**src/rtl/sensor_read_scheduler.sv**
```systemverilog
`default_nettype none
// ---------------------------------------------------------------------------
// sensor_read_scheduler: DHT11 read sequencer with re-trigger guard and retry;
// define SENSOR_CACHE_EN to answer early requests from the last ok reading. Rev 1.0
// ---------------------------------------------------------------------------
module sensor_read_scheduler #(
   parameter int MIN_INTERVAL = 100_000_000,
   parameter int TIMEOUT      = 20_000_000,
   parameter int ARM_WINDOW   = 8,
   parameter int MAX_ATTEMPTS = 3
) (
   input  logic        clock,
   input  logic        reset,
   input  logic        req_valid,
   output logic        req_ready,
   output logic        rsp_valid,
   input  logic        rsp_ready,
   output logic [31:0] rsp_data,
   output logic [1:0]  rsp_status,
   output logic        rsp_cached,
   output logic        dec_enable,
   output logic        dec_reset,
   input  logic        dec_hold,
   input  logic        dec_error,
   input  logic [7:0]  dec_hum_int,
   input  logic [7:0]  dec_hum_float,
   input  logic [7:0]  dec_temp_int,
   input  logic [7:0]  dec_temp_float,
   input  logic [7:0]  dec_checksum
);
   localparam int c_int_w   = $clog2(MIN_INTERVAL + 1);
   localparam int c_tmo_max = (TIMEOUT > ARM_WINDOW) ? TIMEOUT : ARM_WINDOW;
   localparam int c_tmo_w   = $clog2(c_tmo_max + 1);

   localparam logic [c_int_w-1:0] c_min_interval = c_int_w'(MIN_INTERVAL);
   localparam logic [c_tmo_w-1:0] c_arm_last     = c_tmo_w'(ARM_WINDOW - 1);
   localparam logic [c_tmo_w-1:0] c_tmo_last     = c_tmo_w'(TIMEOUT - 1);
   localparam logic [3:0]         c_max_attempts = 4'(MAX_ATTEMPTS);

   localparam logic [1:0] ST_OK  = 2'b00;
   localparam logic [1:0] ST_CHK = 2'b01;
   localparam logic [1:0] ST_TMO = 2'b10;
   localparam logic [1:0] ST_ERR = 2'b11;

   typedef enum logic [2:0] {
      S_IDLE    = 3'd0,
      S_GUARD   = 3'd1,
      S_START   = 3'd2,
      S_ARM     = 3'd3,
      S_BUSY    = 3'd4,
      S_CHECK   = 3'd5,
      S_RESPOND = 3'd6
   } state_t;

   state_t              state_q;
   logic [c_int_w-1:0]  interval_q;
   logic [c_tmo_w-1:0]  tmo_q;
   logic [3:0]          attempts_q;
   logic [31:0]         frame_q;
   logic [7:0]          chk_q;
   logic                err_q;
   logic [31:0]         rsp_data_q;
   logic [1:0]          rsp_status_q;
   logic                dec_reset_q;
   logic                dec_enable_q;

   logic                interval_done;
   logic                accept;
   logic                start_d;
   logic                fail_d;
   logic [1:0]          fail_status_d;
   logic [1:0]          check_status;
   logic [7:0]          data_sum;

`ifdef SENSOR_CACHE_EN
   logic                cache_valid_q;
   logic [31:0]         cache_data_q;
   logic                rsp_cached_q;
   assign rsp_cached = rsp_cached_q;
`else
   assign rsp_cached = 1'b0;
`endif

   assign interval_done = (interval_q == c_min_interval);
   assign req_ready     = (state_q == S_IDLE) && dec_enable_q;
   assign accept        = req_valid && req_ready;
   // Interval restarts on the cycle the pulse is scheduled, so pulses never crowd closer than MIN_INTERVAL.
   assign start_d       = interval_done && (accept || (state_q == S_GUARD));
   assign rsp_valid     = (state_q == S_RESPOND);
   assign rsp_data      = rsp_data_q;
   assign rsp_status    = rsp_status_q;
   assign dec_reset     = dec_reset_q;
   assign dec_enable    = dec_enable_q;
   assign data_sum      = frame_q[31:24] + frame_q[23:16] + frame_q[15:8] + frame_q[7:0];

   always_comb begin
      check_status = ST_OK;
      if (err_q || ({frame_q, chk_q} == 40'd0)) begin
         check_status = ST_ERR;
      end else if (data_sum != chk_q) begin
         check_status = ST_CHK;
      end
   end

   always_comb begin
      fail_d        = 1'b0;
      fail_status_d = ST_TMO;
      case (state_q)
         S_ARM:   fail_d = !dec_hold && (tmo_q >= c_arm_last);
         S_BUSY:  fail_d = dec_hold && (tmo_q >= c_tmo_last);
         S_CHECK: begin
            fail_d        = (check_status != ST_OK);
            fail_status_d = check_status;
         end
         default: fail_d = 1'b0;
      endcase
   end

   always_ff @(posedge clock) begin
      if (reset) begin
         interval_q <= c_min_interval;
      end else if (start_d) begin
         interval_q <= '0;
      end else if (!interval_done) begin
         interval_q <= interval_q + 1'b1;
      end
   end

   always_ff @(posedge clock) begin
      if (reset) begin
         state_q      <= S_IDLE;
         tmo_q        <= '0;
         attempts_q   <= '0;
         frame_q      <= '0;
         chk_q        <= '0;
         err_q        <= 1'b0;
         rsp_data_q   <= '0;
         rsp_status_q <= ST_OK;
         dec_reset_q  <= 1'b0;
         dec_enable_q <= 1'b0;
`ifdef SENSOR_CACHE_EN
         cache_valid_q <= 1'b0;
         cache_data_q  <= '0;
         rsp_cached_q  <= 1'b0;
`endif
      end else begin
         dec_enable_q <= 1'b1;
         dec_reset_q  <= start_d;
         case (state_q)
            S_IDLE: begin
               if (accept) begin
                  attempts_q <= '0;
                  if (interval_done) begin
                     state_q <= S_START;
                  end
`ifdef SENSOR_CACHE_EN
                  else if (cache_valid_q) begin
                     rsp_data_q   <= cache_data_q;
                     rsp_status_q <= ST_OK;
                     rsp_cached_q <= 1'b1;
                     state_q      <= S_RESPOND;
                  end
`endif
                  else begin
                     state_q <= S_GUARD;
                  end
               end
            end
            S_GUARD: begin
               if (interval_done) state_q <= S_START;
            end
            S_START: begin
               attempts_q <= attempts_q + 4'd1;
               tmo_q      <= '0;
               state_q    <= S_ARM;
            end
            S_ARM: begin
               tmo_q <= tmo_q + 1'b1;
               if (dec_hold) state_q <= S_BUSY;
            end
            S_BUSY: begin
               tmo_q <= tmo_q + 1'b1;
               if (!dec_hold) begin
                  frame_q <= {dec_hum_int, dec_hum_float, dec_temp_int, dec_temp_float};
                  chk_q   <= dec_checksum;
                  err_q   <= dec_error;
                  state_q <= S_CHECK;
               end
            end
            S_CHECK: begin
               if (check_status == ST_OK) begin
                  rsp_data_q   <= frame_q;
                  rsp_status_q <= ST_OK;
                  state_q      <= S_RESPOND;
`ifdef SENSOR_CACHE_EN
                  rsp_cached_q  <= 1'b0;
                  cache_valid_q <= 1'b1;
                  cache_data_q  <= frame_q;
`endif
               end
            end
            S_RESPOND: begin
               if (rsp_ready) state_q <= S_IDLE;
            end
            default: state_q <= S_IDLE;
         endcase

         // Any failed attempt either retries through the guard or reports the last status.
         if (fail_d) begin
            if (attempts_q < c_max_attempts) begin
               state_q <= S_GUARD;
            end else begin
               rsp_data_q   <= '0;
               rsp_status_q <= fail_status_d;
               state_q      <= S_RESPOND;
`ifdef SENSOR_CACHE_EN
               rsp_cached_q <= 1'b0;
`endif
            end
         end
      end
   end
endmodule
`default_nettype wire

```
**config.mk**
```make
export PLATFORM = sky130hd
export DESIGN_NAME = sensor_read_scheduler
export DESIGN_NICKNAME = d
export VERILOG_FILES = /design/src/rtl/sensor_read_scheduler.sv
export SDC_FILE = /design/constraint.sdc
export NUM_CORES = 1
export LEC_CHECK = 0
export BUFFER_PORTS_ARGS = -buffer_cell sky130_fd_sc_hd__buf_2
export CORE_MARGIN = 2
export CORE_UTILIZATION = 50
export CTS_CLUSTER_DIAMETER = 60
export CTS_CLUSTER_SIZE = 8
export DETAILED_ROUTE_END_ITERATION = 10
export HOLD_SLACK_MARGIN = 0.06
export PLACE_DENSITY = 0.71
export SLEW_MARGIN = 20
export SYNTH_ARGS = -nofsm -noshare
export SYNTH_HDL_FRONTEND = slang
export SYNTH_SLANG_ARGS = --single-unit
```
**constraint.sdc**
```tcl
create_clock -name clock -period 5.1 [get_ports clock]
set_input_delay 0.51 -clock clock [delete_from_list [all_inputs] [get_ports clock]]
set_output_delay 0.51 -clock clock [all_outputs]
set_load 0.05 [all_outputs]
```
==> run_results.csv <==
group,metric,value,unit
synthesis,synth_cells,788,
clocking,post-cts-setup-buffers,0,
hold_path,hp-class,"in -> reg",
timing,max_clock_freq,0.238,GHz
die,die_h,119,um
hold_path,hold_path_depth,3,
worst_setup_path,reg2reg_slack,0.90,ns
die,die_area,14100,um2
worst_setup_path,crit_chain,"fa_1 > inv_1 > fa_1 > inv_1 > ha_1 > fa_1 > xor2_1 > xnor2_1 > nand4_1 > nor4_1 > nor4bb_4 > buf_4 > mux2i_1 > nor2_1",
worst_setup_path,crit_fanout,34,
detailed_routing,routedWlPerCell,15.8,um
placement,dp_hpwl,11.4,mm
finish,area_growth,17.2,%
worst_setup_path,timing.rr.end,"rsp_data[27]",
grt,grtUsageTotal,0.240,
worst_setup_path,critPathLaunchType,"register",
timing,rsz0062_at_grt,"false",
synthesis,synth_cell_types,60,
synthesis,async_flop_share,0,
worst_setup_path,worstSetupPathType,"reg -> reg",
clocking,cts_num_sinks,136,
clocking,cts_tree,"yes",
finish,fin_nets,929,
detailed_routing,drt_first_pass_iters,4,
clocking,cts_buffers,17,
grt,grt_pass1_vias,5635,
worst_setup_path,r2r-start,"frame_q[1]",
synthesis,synth_seq_cells,136,
clocking,ctsResizeCount,0,
synthesis,mappedNetlistNets,859,
worst_setup_path,path_common_cell,"fa_1",
timing,worstMarginPinSlew,0.863,ns
die,rows,41,
synthesis,synth.top_cells.by_area,"dfxtp_1 (41%), nand2_1 (7.9%), nor2_1 (5.4%)",
finish,fin_area,7730,um2
pwr,powerDensity,396,nW/um2
synthesis,synth_edf_count,0,
timing,hold_viol,0,
finish,layout_common_cells,"nand2_1 (138), dfxtp_1 (136), nor2_1 (94)",
clocking,htree_levels,4,
finish,utilization,0.607,
status,outcome,"finished clean",
pwr,p_leak,2.97,nW
synthesis,synth_top_flop_cell,"dfxtp_1",
timing,whs,0.319,ns
placement,port_buffers,83,
hold_path,min-delay-start,"dec_temp_float[3]",
detailed_routing,ant_nets,0,
timing,fin_setup_tns,0,ns
finish,diodes,0,
timing,finClkSkew,0.00955,ns
placement,dpl.cell_count,1011,
timing,max_slew_margin,0.420,
timing,slew_viol_final,0,
finish,final_common_cell,"nand2_1",
grt,grt_max_degree,77,
timing,setup_viol,0,
die,core_area,12700,um2
detailed_routing,vias,5825,
synthesis,ys_seq_area_frac,0.413,
synthesis,yosysTopAreaCellShare,0.413,
worst_setup_path,crit_required,5.40,ns
worst_setup_path,slowest_stage,"fa_1",
clocking,path_clk_slew,0.06,ns
worst_setup_path,cp_data_arrival_time,4.50,ns
die,fp.dieW,119,um
hold_path,hold-path-endpoint,"frame_q[3]",
synthesis,synth.largest_area_cell,"dfxtp_1",
timing,min_period_over_period,0.824,
synthesis,syn_area,6590,um2
synthesis,syn_avg_cell_area,8.36,um2
clocking,clk_path_buf_depth,2,
timing,min_period,4.20,ns
clocking,clock_latency,0.43,ns
detailed_routing,avgViaCountPerCell,5.58,
detailed_routing,drc,0,
worst_setup_path,slowest_delay,0.56,ns
clocking,hold_buffers,0,
die,pin_count,85,
worst_setup_path,worstPathBufferInverterCount,3,
placement,placed_area,7120,um2
grt,antenna_found_initial,0,
detailed_routing,drt-initial-drc-count,389,
worst_setup_path,cp-end-kind,"register",
grt,grt_first_pass_wirelength,27.4,mm
placement,gp_congestion,0.855,
worst_setup_path,reg2regPathDepth,14,
pwr,ir_drop,0.265,mV
finish,drive_above_1_share,0.161,
run,maxCapViolations,0,
synthesis,ys_warn_count,0,
detailed_routing,routed_wl,16.5,mm
grt,grt.overflow.total,0,
finish,instances_no_fill,1043,
clocking,cts_root_buf,"clkbuf_16",
die,start_util,0.518,
worst_setup_path,crit_family,"adder cells",
layer usage:
metal,global-route usage,wire (um)
met2,0.376,7580
met4,0.0915,300
met5,0,0
met3,0.0522,807
met1,0.323,7830
cell usage after synthesis, types with 14 or more instances:
| master | count |
|---|---|
| nand2_1 | 138 |
| dfxtp_1 | 136 |
| nor2_1 | 95 |
| a21oi_1 | 63 |
| mux2i_1 | 34 |
| nand3_1 | 33 |
| clkbuf_1 | 29 |
| inv_1 | 22 |
| xnor2_1 | 22 |
| nor4_1 | 19 |
| o21ai_0 | 18 |
| fa_1 | 14 |
| nor3_1 | 14 |
cells by family after synthesis:
family,count (synthesis),synth area share
AOI/OAI and AO/OA,129,0.120
xor gates and xnor gates,32,0.0425
adders and majority gates,25,0.0634
buffers and inverters,60,0.0374
DFF,136,0.413
muxes,43,0.0670
other,1,0.000569
and+or+nand+nor,362,0.256
worst max path at each step:
stage / slack, ns / cells past startpoint / to / start
after floorplan: 1.39 / 13 / state_q[1] / frame_q[1]
after global placement: 1.19 / 14 / rsp_data[8] / frame_q[1]
after detailed placement: 0.94 / 14 / rsp_data[24] / frame_q[1]
after CTS: 0.89 / 14 / rsp_data[27] / frame_q[1]
after global routing: 0.60 / 14 / rsp_data[27] / frame_q[1]
final: 0.90 / 14 / rsp_data[27] / frame_q[1]
flip-flops by register name, summed over array words and instances, names as in the netlist:
signal / count
dec_enable: 1
rsp_status: 2
chk_q: 8
state_q: 3
rsp_data: 32
attempts_q: 4
err_q: 1
tmo_q: 25
frame_q: 32
dec_reset: 1
interval_q: 27
worst reg2reg max path, stage by stage (launching register included):
cell,delay (ns)
dfxtp_1,0.35
fa_1,0.56
inv_1,0.06
fa_1,0.49
inv_1,0.04
ha_1,0.22
fa_1,0.42
xor2_1,0.25
xnor2_1,0.15
nand4_1,0.13
nor4_1,0.28
nor4bb_4,0.24
buf_4,0.52
mux2i_1,0.30
nor2_1,0.07
per-stage QoR:
stage / total power [mW] / setup slack (ns)
after detailed placement: 1.81 / 0.941
after global placement: 1.78 / 1.19
after floorplan: 1.66 / 1.39
final: 3.06 / 0.899
after CTS: 3.07 / 0.891
after global routing: 3.20 / 0.602
final cells by class:
class | instances | area, um2
clock inverters | 11 | 145
well taps | 172 | 215
flip-flops and latches | 136 | 2720
multi-input cells | 592 | 3640
repair buffers | 89 | 460
clock buffers | 21 | 460
inverters | 22 | 82.6
fillers | 1157 | 5000
power breakdown:
| group | internal [mW] | switching (mW) |
|---|---|---|
| registers | 1.13 | 0.0831 |
| clock network | 0.794 | 0.471 |
| logic | 0.230 | 0.348 |
| total | 2.15 | 0.902 |
No activity file was read; power rests on OpenSTA's default activity.
